===== src/rtl/quad_pkg.sv =====
// Shared quadrature-decoder definitions: state encodings, filter length limits, default counter width.
// No logic and no latency of its own.
package quad_pkg;

    localparam logic [1:0] S00 = 2'b00;
    localparam logic [1:0] S01 = 2'b01;
    localparam logic [1:0] S11 = 2'b11;
    localparam logic [1:0] S10 = 2'b10;

    localparam int FILTER_LEN_MIN = 2;
    localparam int FILTER_LEN_MAX = 15;
    localparam int CNT_W_DEF      = 16;

    // Successor of a {a,b} state in the forward rotation 00->01->11->10->00.
    function automatic logic [1:0] fwd_next(input logic [1:0] s);
        case (s)
            S00:     return S01;
            S01:     return S11;
            S11:     return S10;
            default: return S00;
        endcase
    endfunction

endpackage


===== src/rtl/glitch_filter.sv =====
// One encoder channel: 2-flop synchronizer, then a run-length glitch filter.
// Filtered level moves FILTER_LEN+2 edges after a stable raw change; no backpressure.
module glitch_filter
    import quad_pkg::*;
#(
    parameter int FILTER_LEN = 4
) (
    input  logic cclk,
    input  logic rst,
    input  logic raw,
    output logic filt
);

    localparam int RUN_W = $clog2(FILTER_LEN_MAX + 1);

    logic             sync1;
    logic             sync2;
    logic [RUN_W-1:0] run;

    always_ff @(posedge cclk) begin
        if (rst) begin
            sync1 <= 1'b0;
            sync2 <= 1'b0;
            run   <= '0;
            filt  <= 1'b0;
        end else begin
            sync1 <= raw;
            sync2 <= sync1;
            // The run never exceeds FILTER_LEN-1: reaching FILTER_LEN commits the level and restarts.
            if (sync2 == filt) begin
                run <= '0;
            end else if (run == RUN_W'(FILTER_LEN - 1)) begin
                filt <= sync2;
                run  <= '0;
            end else begin
                run <= run + RUN_W'(1);
            end
        end
    end

endmodule


===== src/rtl/quad_decoder.sv =====
// Quadrature decoder: filtered A/B -> step/dir/err pulses and a wrapping signed position count.
// step/err arrive FILTER_LEN+3 edges after a stable raw change; no backpressure. QUAD_X4_EN selects x4 (else x1).
module quad_decoder
    import quad_pkg::*;
#(
    parameter int FILTER_LEN = 4,
    parameter int CNT_W      = CNT_W_DEF
) (
    input  logic             cclk,
    input  logic             rst,
    input  logic             a_raw,
    input  logic             b_raw,
    output logic             step,
    output logic             dir,
    output logic             err,
    output logic [CNT_W-1:0] count
);

    if (FILTER_LEN < FILTER_LEN_MIN || FILTER_LEN > FILTER_LEN_MAX) begin : g_bad_len
        $error("quad_decoder: FILTER_LEN out of range");
    end

    // Without a change, the state 00 is trusted as the starting point once the
    // filters have had time to confirm it.
    localparam int PRIME_CYC = 2 * FILTER_LEN + 2;

    logic       a_f;
    logic       b_f;
    logic [1:0] cur;
    logic [1:0] prev;
    logic       primed;
    logic [5:0] prime_cnt;
    logic       chg;
    logic       illegal;
    logic       fwd;
    logic       rev;
    logic       cnt_fwd;
    logic       cnt_rev;

    glitch_filter #(.FILTER_LEN(FILTER_LEN)) u_filt_a (
        .cclk (cclk),
        .rst  (rst),
        .raw  (a_raw),
        .filt (a_f)
    );

    glitch_filter #(.FILTER_LEN(FILTER_LEN)) u_filt_b (
        .cclk (cclk),
        .rst  (rst),
        .raw  (b_raw),
        .filt (b_f)
    );

    assign cur = {a_f, b_f};

    always_comb begin
        chg     = (cur != prev);
        illegal = ((cur ^ prev) == 2'b11);
        fwd     = (cur == fwd_next(prev));
        rev     = (prev == fwd_next(cur));
`ifdef QUAD_X4_EN
        cnt_fwd = fwd;
        cnt_rev = rev;
`else
        cnt_fwd = fwd && (prev == S00);
        cnt_rev = rev && (prev == S01);
`endif
    end

    always_ff @(posedge cclk) begin
        if (rst) begin
            step      <= 1'b0;
            err       <= 1'b0;
            dir       <= 1'b0;
            count     <= '0;
            prev      <= S00;
            primed    <= 1'b0;
            prime_cnt <= '0;
        end else begin
            step <= 1'b0;
            err  <= 1'b0;
            if (!primed) begin
                if (chg) begin
                    prev   <= cur;
                    primed <= 1'b1;
                end else if (prime_cnt == 6'(PRIME_CYC - 1)) begin
                    primed <= 1'b1;
                end else begin
                    prime_cnt <= prime_cnt + 6'd1;
                end
            end else if (chg) begin
                prev <= cur;
                if (illegal) begin
                    err <= 1'b1;
                end else if (cnt_fwd) begin
                    step  <= 1'b1;
                    dir   <= 1'b1;
                    count <= count + CNT_W'(1);
                end else if (cnt_rev) begin
                    step  <= 1'b1;
                    dir   <= 1'b0;
                    count <= count - CNT_W'(1);
                end
            end
        end
    end

endmodule


===== config.mk =====
export PLATFORM = sky130hd
export DESIGN_NAME = quad_decoder
export DESIGN_NICKNAME = d
export VERILOG_FILES = /design/src/rtl/quad_pkg.sv /design/src/rtl/glitch_filter.sv /design/src/rtl/quad_decoder.sv
export SDC_FILE = /design/constraint.sdc
export NUM_CORES = 1
export LEC_CHECK = 0
export ABC_CLOCK_PERIOD_IN_PS = 5420
export CAP_MARGIN = 20
export CORE_MARGIN = 4
export CORE_UTILIZATION = 48
export DETAILED_ROUTE_END_ITERATION = 8
export PLACE_DENSITY_LB_ADDON = 0.3
export REMOVE_ABC_BUFFERS = 1
export SETUP_SLACK_MARGIN = 0.02
export SLEW_MARGIN = 20
export SYNTH_ARGS = -nofsm -noshare
export SYNTH_HDL_FRONTEND = slang
export SYNTH_SLANG_ARGS = --single-unit

===== constraint.sdc =====
create_clock -name cclk -period 5.42 [get_ports cclk]
set_input_delay 1.084 -clock cclk [delete_from_list [all_inputs] [get_ports cclk]]
set_output_delay 1.084 -clock cclk [all_outputs]
set_load 0.05 [all_outputs]

==> results <==
- The run finished with clean final reports.
- For the worst flop-to-flop path, the logic depth is 9.
- The gate count of the mapped netlist is 252.
- The simple-gate share of the synthesized area is 0.216.
- Clock latency on the worst-skew pair, taken at its later pin, is 0.30 ns.
- The placed instances occupy a cell area of 0.00250 mm2.
- The average footprint of a synthesized cell is 8.86 um2.
- The final cycle utilization of the critical path is 0.677.
- After clock tree synthesis, the clock-pin slew on the worst setup and hold paths is 0.09 ns.
- The horizontal die dimension is 76.2 um.
- In the global route stage, met3 resource usage came out at 0.0366.
- The share of async-settable or async-resettable flops after synthesis is 0.
- The initial antenna violation count is 0.
- The required time at the endpoint of the critical path is 5.61 ns.
- The global-route wire length before repair is 7760 um.
- The top achievable clock speed is 273 MHz.
- Setup repair after global routing left no endpoint under its margin.
- 0 antenna diodes ended up in the layout.
- For met2 alone, demand over resource in global routing was 0.238.
- The category of the critical setup timing path is register to register.
- The TritonCTS clock tree is built.
- The most heavily used metal layer in global routing is met2.
- Pin placement for this block handled 23 I/O pins.
- Leaving out filler cells and counting taps, the final layout contains 327.
- The cell chosen for the clock root is clkbuf_8.
- The total overflow left after global routing is 0.
- The die is 76.2 um tall.
- The worst pin sits at a relative slew slack of 0.344.
- The maximum number of pins on one net before global-route repair is 28.
- The routed wire length per instance is 13.2 um.
- For this design the ratio of total power to cell area is 208 mW/mm2.
- The number of design rule violations left after detail routing is 0.
- The post-synthesis register bit count is 42.
- The area fraction in compound gates after synthesis is 0.173.
- The initial DRC count is 101.
- In the global route stage, overall resource usage came out at 0.157.
- Summing all non-filler instances in the final layout gives an area of 0.00259 mm2.
- The HPWL after detailed placement is 3050 um.
- The hold buffer count at CTS is 0.
- The relative area change from synthesis to final layout is 16.0%.
- The share of cells above drive strength 1 is 0.0473.
- After synthesis the cells add up to 0.00223 mm2.
- The count of buffers added by post-CTS timing repair for setup is 0.
- In this run the static leakage power is 1.08 nW.
- In the synthesized netlist the dominant register cell turns out to be dfxtp_1.
- The total of max-cap violations is 0.
- The final count of negative-setup-slack endpoints is 0.
- Of the total synthesized cell area, the portion taken by XOR and XNOR cells is 0.0706.
- The placed cell count is 319.
- Of the total synthesized cell area, the portion taken by full adders, half adders and majority gates is 0.110.
- The overall die area is 0.00581 mm2.
- The number of pins with negative max-slew slack in the final report is 0.
- After detailed routing, the total wire length is 4320 um.
- The mux contribution to synthesized area is 0.0230.
- The net count of the finished layout is 297.
- Counting distinct cell types in the post-synthesis netlist gives 43.
- The number of H-tree branching levels is 2.
- The effective utilization at floorplan is 0.506.
- In this run the remaining antenna-violating nets after routing total 0.
- Counting I/O delays and the setup requirement, the final critical path takes 3.67 ns.
- The number of hold violations in the final report is 0.
- The met1 track demand over resource in global routing is 0.215.
- STA classifies the critical path startpoint as a register.
- Between clock sinks in the finished design, the worst skew comes to 0.00730 ns.
- The aggregate negative setup slack is 0 ns.
- The final estimated routing congestion in global placement is 0.808.
- Fill cells in the final layout number 412.
- The number of global-route vias before repair is 1769.
- The count of synthesis-stage warnings from yosys is 0.
- The register-to-register setup slack is 1.75 ns.
- The worst setup path is captured at a register.
- Input and output buffers added on the ports amount to 22.
- The dominant combinational cell family by area after synthesis is simple AND/OR/NAND/NOR gates.
- The maximum fanout count along the critical path is 14.
- The number of resized instances in the post-cts repair step is 0.
- The data arrival at the endpoint of the critical path is 3.86 ns.
- The actual transition at the worst max-transition pin is 0.981 ns.
- The part of the Yosys area used for sequential elements is 0.376.
- The longest clock path from root to sink contains 2 buffers.
- The row count is 24.
- In the routed layout, each cell is associated on average with a via count of 5.57.
- Counting flops with a built-in enable in the synthesized netlist gives 0.
- The tree built by TritonCTS fans out to 42 sinks.
- The maximum resistive drop on vdd is 124 uV.
- The first-pass iteration count of the detailed router is 4.
- Measured on the finished design, the core utilization comes to 0.587.
- The core area is 0.00441 mm2.
- The CTS buffer count is 5.
- The type of the most critical hold path is register to register.
- The via count is 1823.
- The count of cells along the worst hold path is 1.
[through the flow]
step	hold slack, ns	setup WS (ns)	total power [W]
floorplan	0.414	2.25	0.000329
global placement	0.422	1.91	0.000338
detailed placement	0.427	1.75	0.000338
CTS	0.448	1.73	0.000548
global route	0.462	1.40	0.000562
finish	0.440	1.75	0.000538
[per-layer routing]
metal / wire length [um] / part of all wire / up-vias
li1: - / - / 944
met4: 68 / 0.016 / 0
met5: 0 / 0 / -
met2: 1830 / 0.42 / 25
met3: 136 / 0.031 / 8
met1: 2290 / 0.53 / 846
[kinds of logic after synthesis]
kind of cell / Yosys count
simple gates: 94
fa+ha+maj: 19
flops: 42
mux: 5
buf+inv: 18
compound gates: 56
xor+xnor: 18
[placed cells by master (no fill, tap or decap), drive strengths merged, types with 5 or more instances in the layout]
cell type and n:
or3 6, nand2 15, nor2 31, a21o 12
nor2b 9, ha 18, xnor2 8, xor2 10
a211oi 5, o21ai 5, dfxtp 42, a21oi 14
clkdlybuf4s50 22, inv 10, nand3 8, clkbuf 5
nor3 5
[synthesized netlist by cell type, types with 2 or more instances]
cell      number  share of area
a21o_1        12          0.040
or3_1          6          0.017
a31oi_1        4          0.011
inv_1          9          0.015
and2_1         2         0.0056
xnor2_1        8          0.031
a211oi_1       5          0.017
mux2i_1        4          0.018
a21oi_1       14          0.031
nor3_1         5          0.011
ha_1          18           0.10
nand3_1        8          0.018
clkbuf_1       6          0.010
nand2_1       15          0.025
a211o_1        3          0.012
nor4b_1        3          0.012
xor2_1        10          0.039
nand4_1        4          0.011
nor2_1        31          0.052
and3_1         4          0.011
nor2b_1        9          0.025
o21ai_0        5          0.011
nor3b_1        2         0.0067
o211ai_1       2         0.0067
o21a_1         3          0.010
dfxtp_1       42           0.38
buf_2          2         0.0045
[power breakdown]
group          switching, W  internal (W)  total (W)  leakage [nW]
logic            0.00000847    0.00000664  0.0000151         0.701
registers        0.00000318      0.000312   0.000316         0.340
clock network      0.000115     0.0000921   0.000207        0.0408
[final cells by class]
| type | count | area [um2] | area share |
|---|---|---|---|
| Clock inverter | 3 | 23.8 | 0.00918 |
| Clock buffer | 5 | 68.8 | 0.0266 |
| Inverter | 9 | 33.8 | 0.0130 |
| Timing Repair Buffer | 24 | 235 | 0.0908 |
| Tap cell | 52 | 65.1 | 0.0251 |
| Multi-Input combinational cell | 192 | 1320 | 0.511 |
| Sequential cell | 42 | 841 | 0.325 |
[sequential cells by signal, summed over array words and instances (netlist names)]
signal	flops
step	1
u_filt_b.run	4
prime_cnt	6
count	16
u_filt_b.sync2	1
prev	2
u_filt_a.sync2	1
u_filt_b.sync1	1
u_filt_a.run	4
u_filt_b.filt	1
err	1
u_filt_a.filt	1
u_filt_a.sync1	1
primed	1
dir	1
[worst paths after layout]
| check | startpoint | endpoint |
|---|---|---|
| hold / removal | u_filt_b.sync1 | u_filt_b.sync2 |
| setup / recovery | u_filt_a.filt | count[15] |
| hold reg to reg | u_filt_b.sync1 | u_filt_b.sync2 |
| setup reg to reg | u_filt_a.filt | count[15] |
[worst max-delay path, cell delays in order, from the launching register on]
cell	delay (ns)
dfxtp_1	0.38
nor4b_1	0.66
inv_1	0.46
ha_1	0.48
a21o_1	0.23
a221oi_1	0.35
o211ai_1	0.20
a31oi_1	0.24
mux2i_1	0.21
mux2_2	0.34
Note: power is estimated with default switching activity, not from simulation.
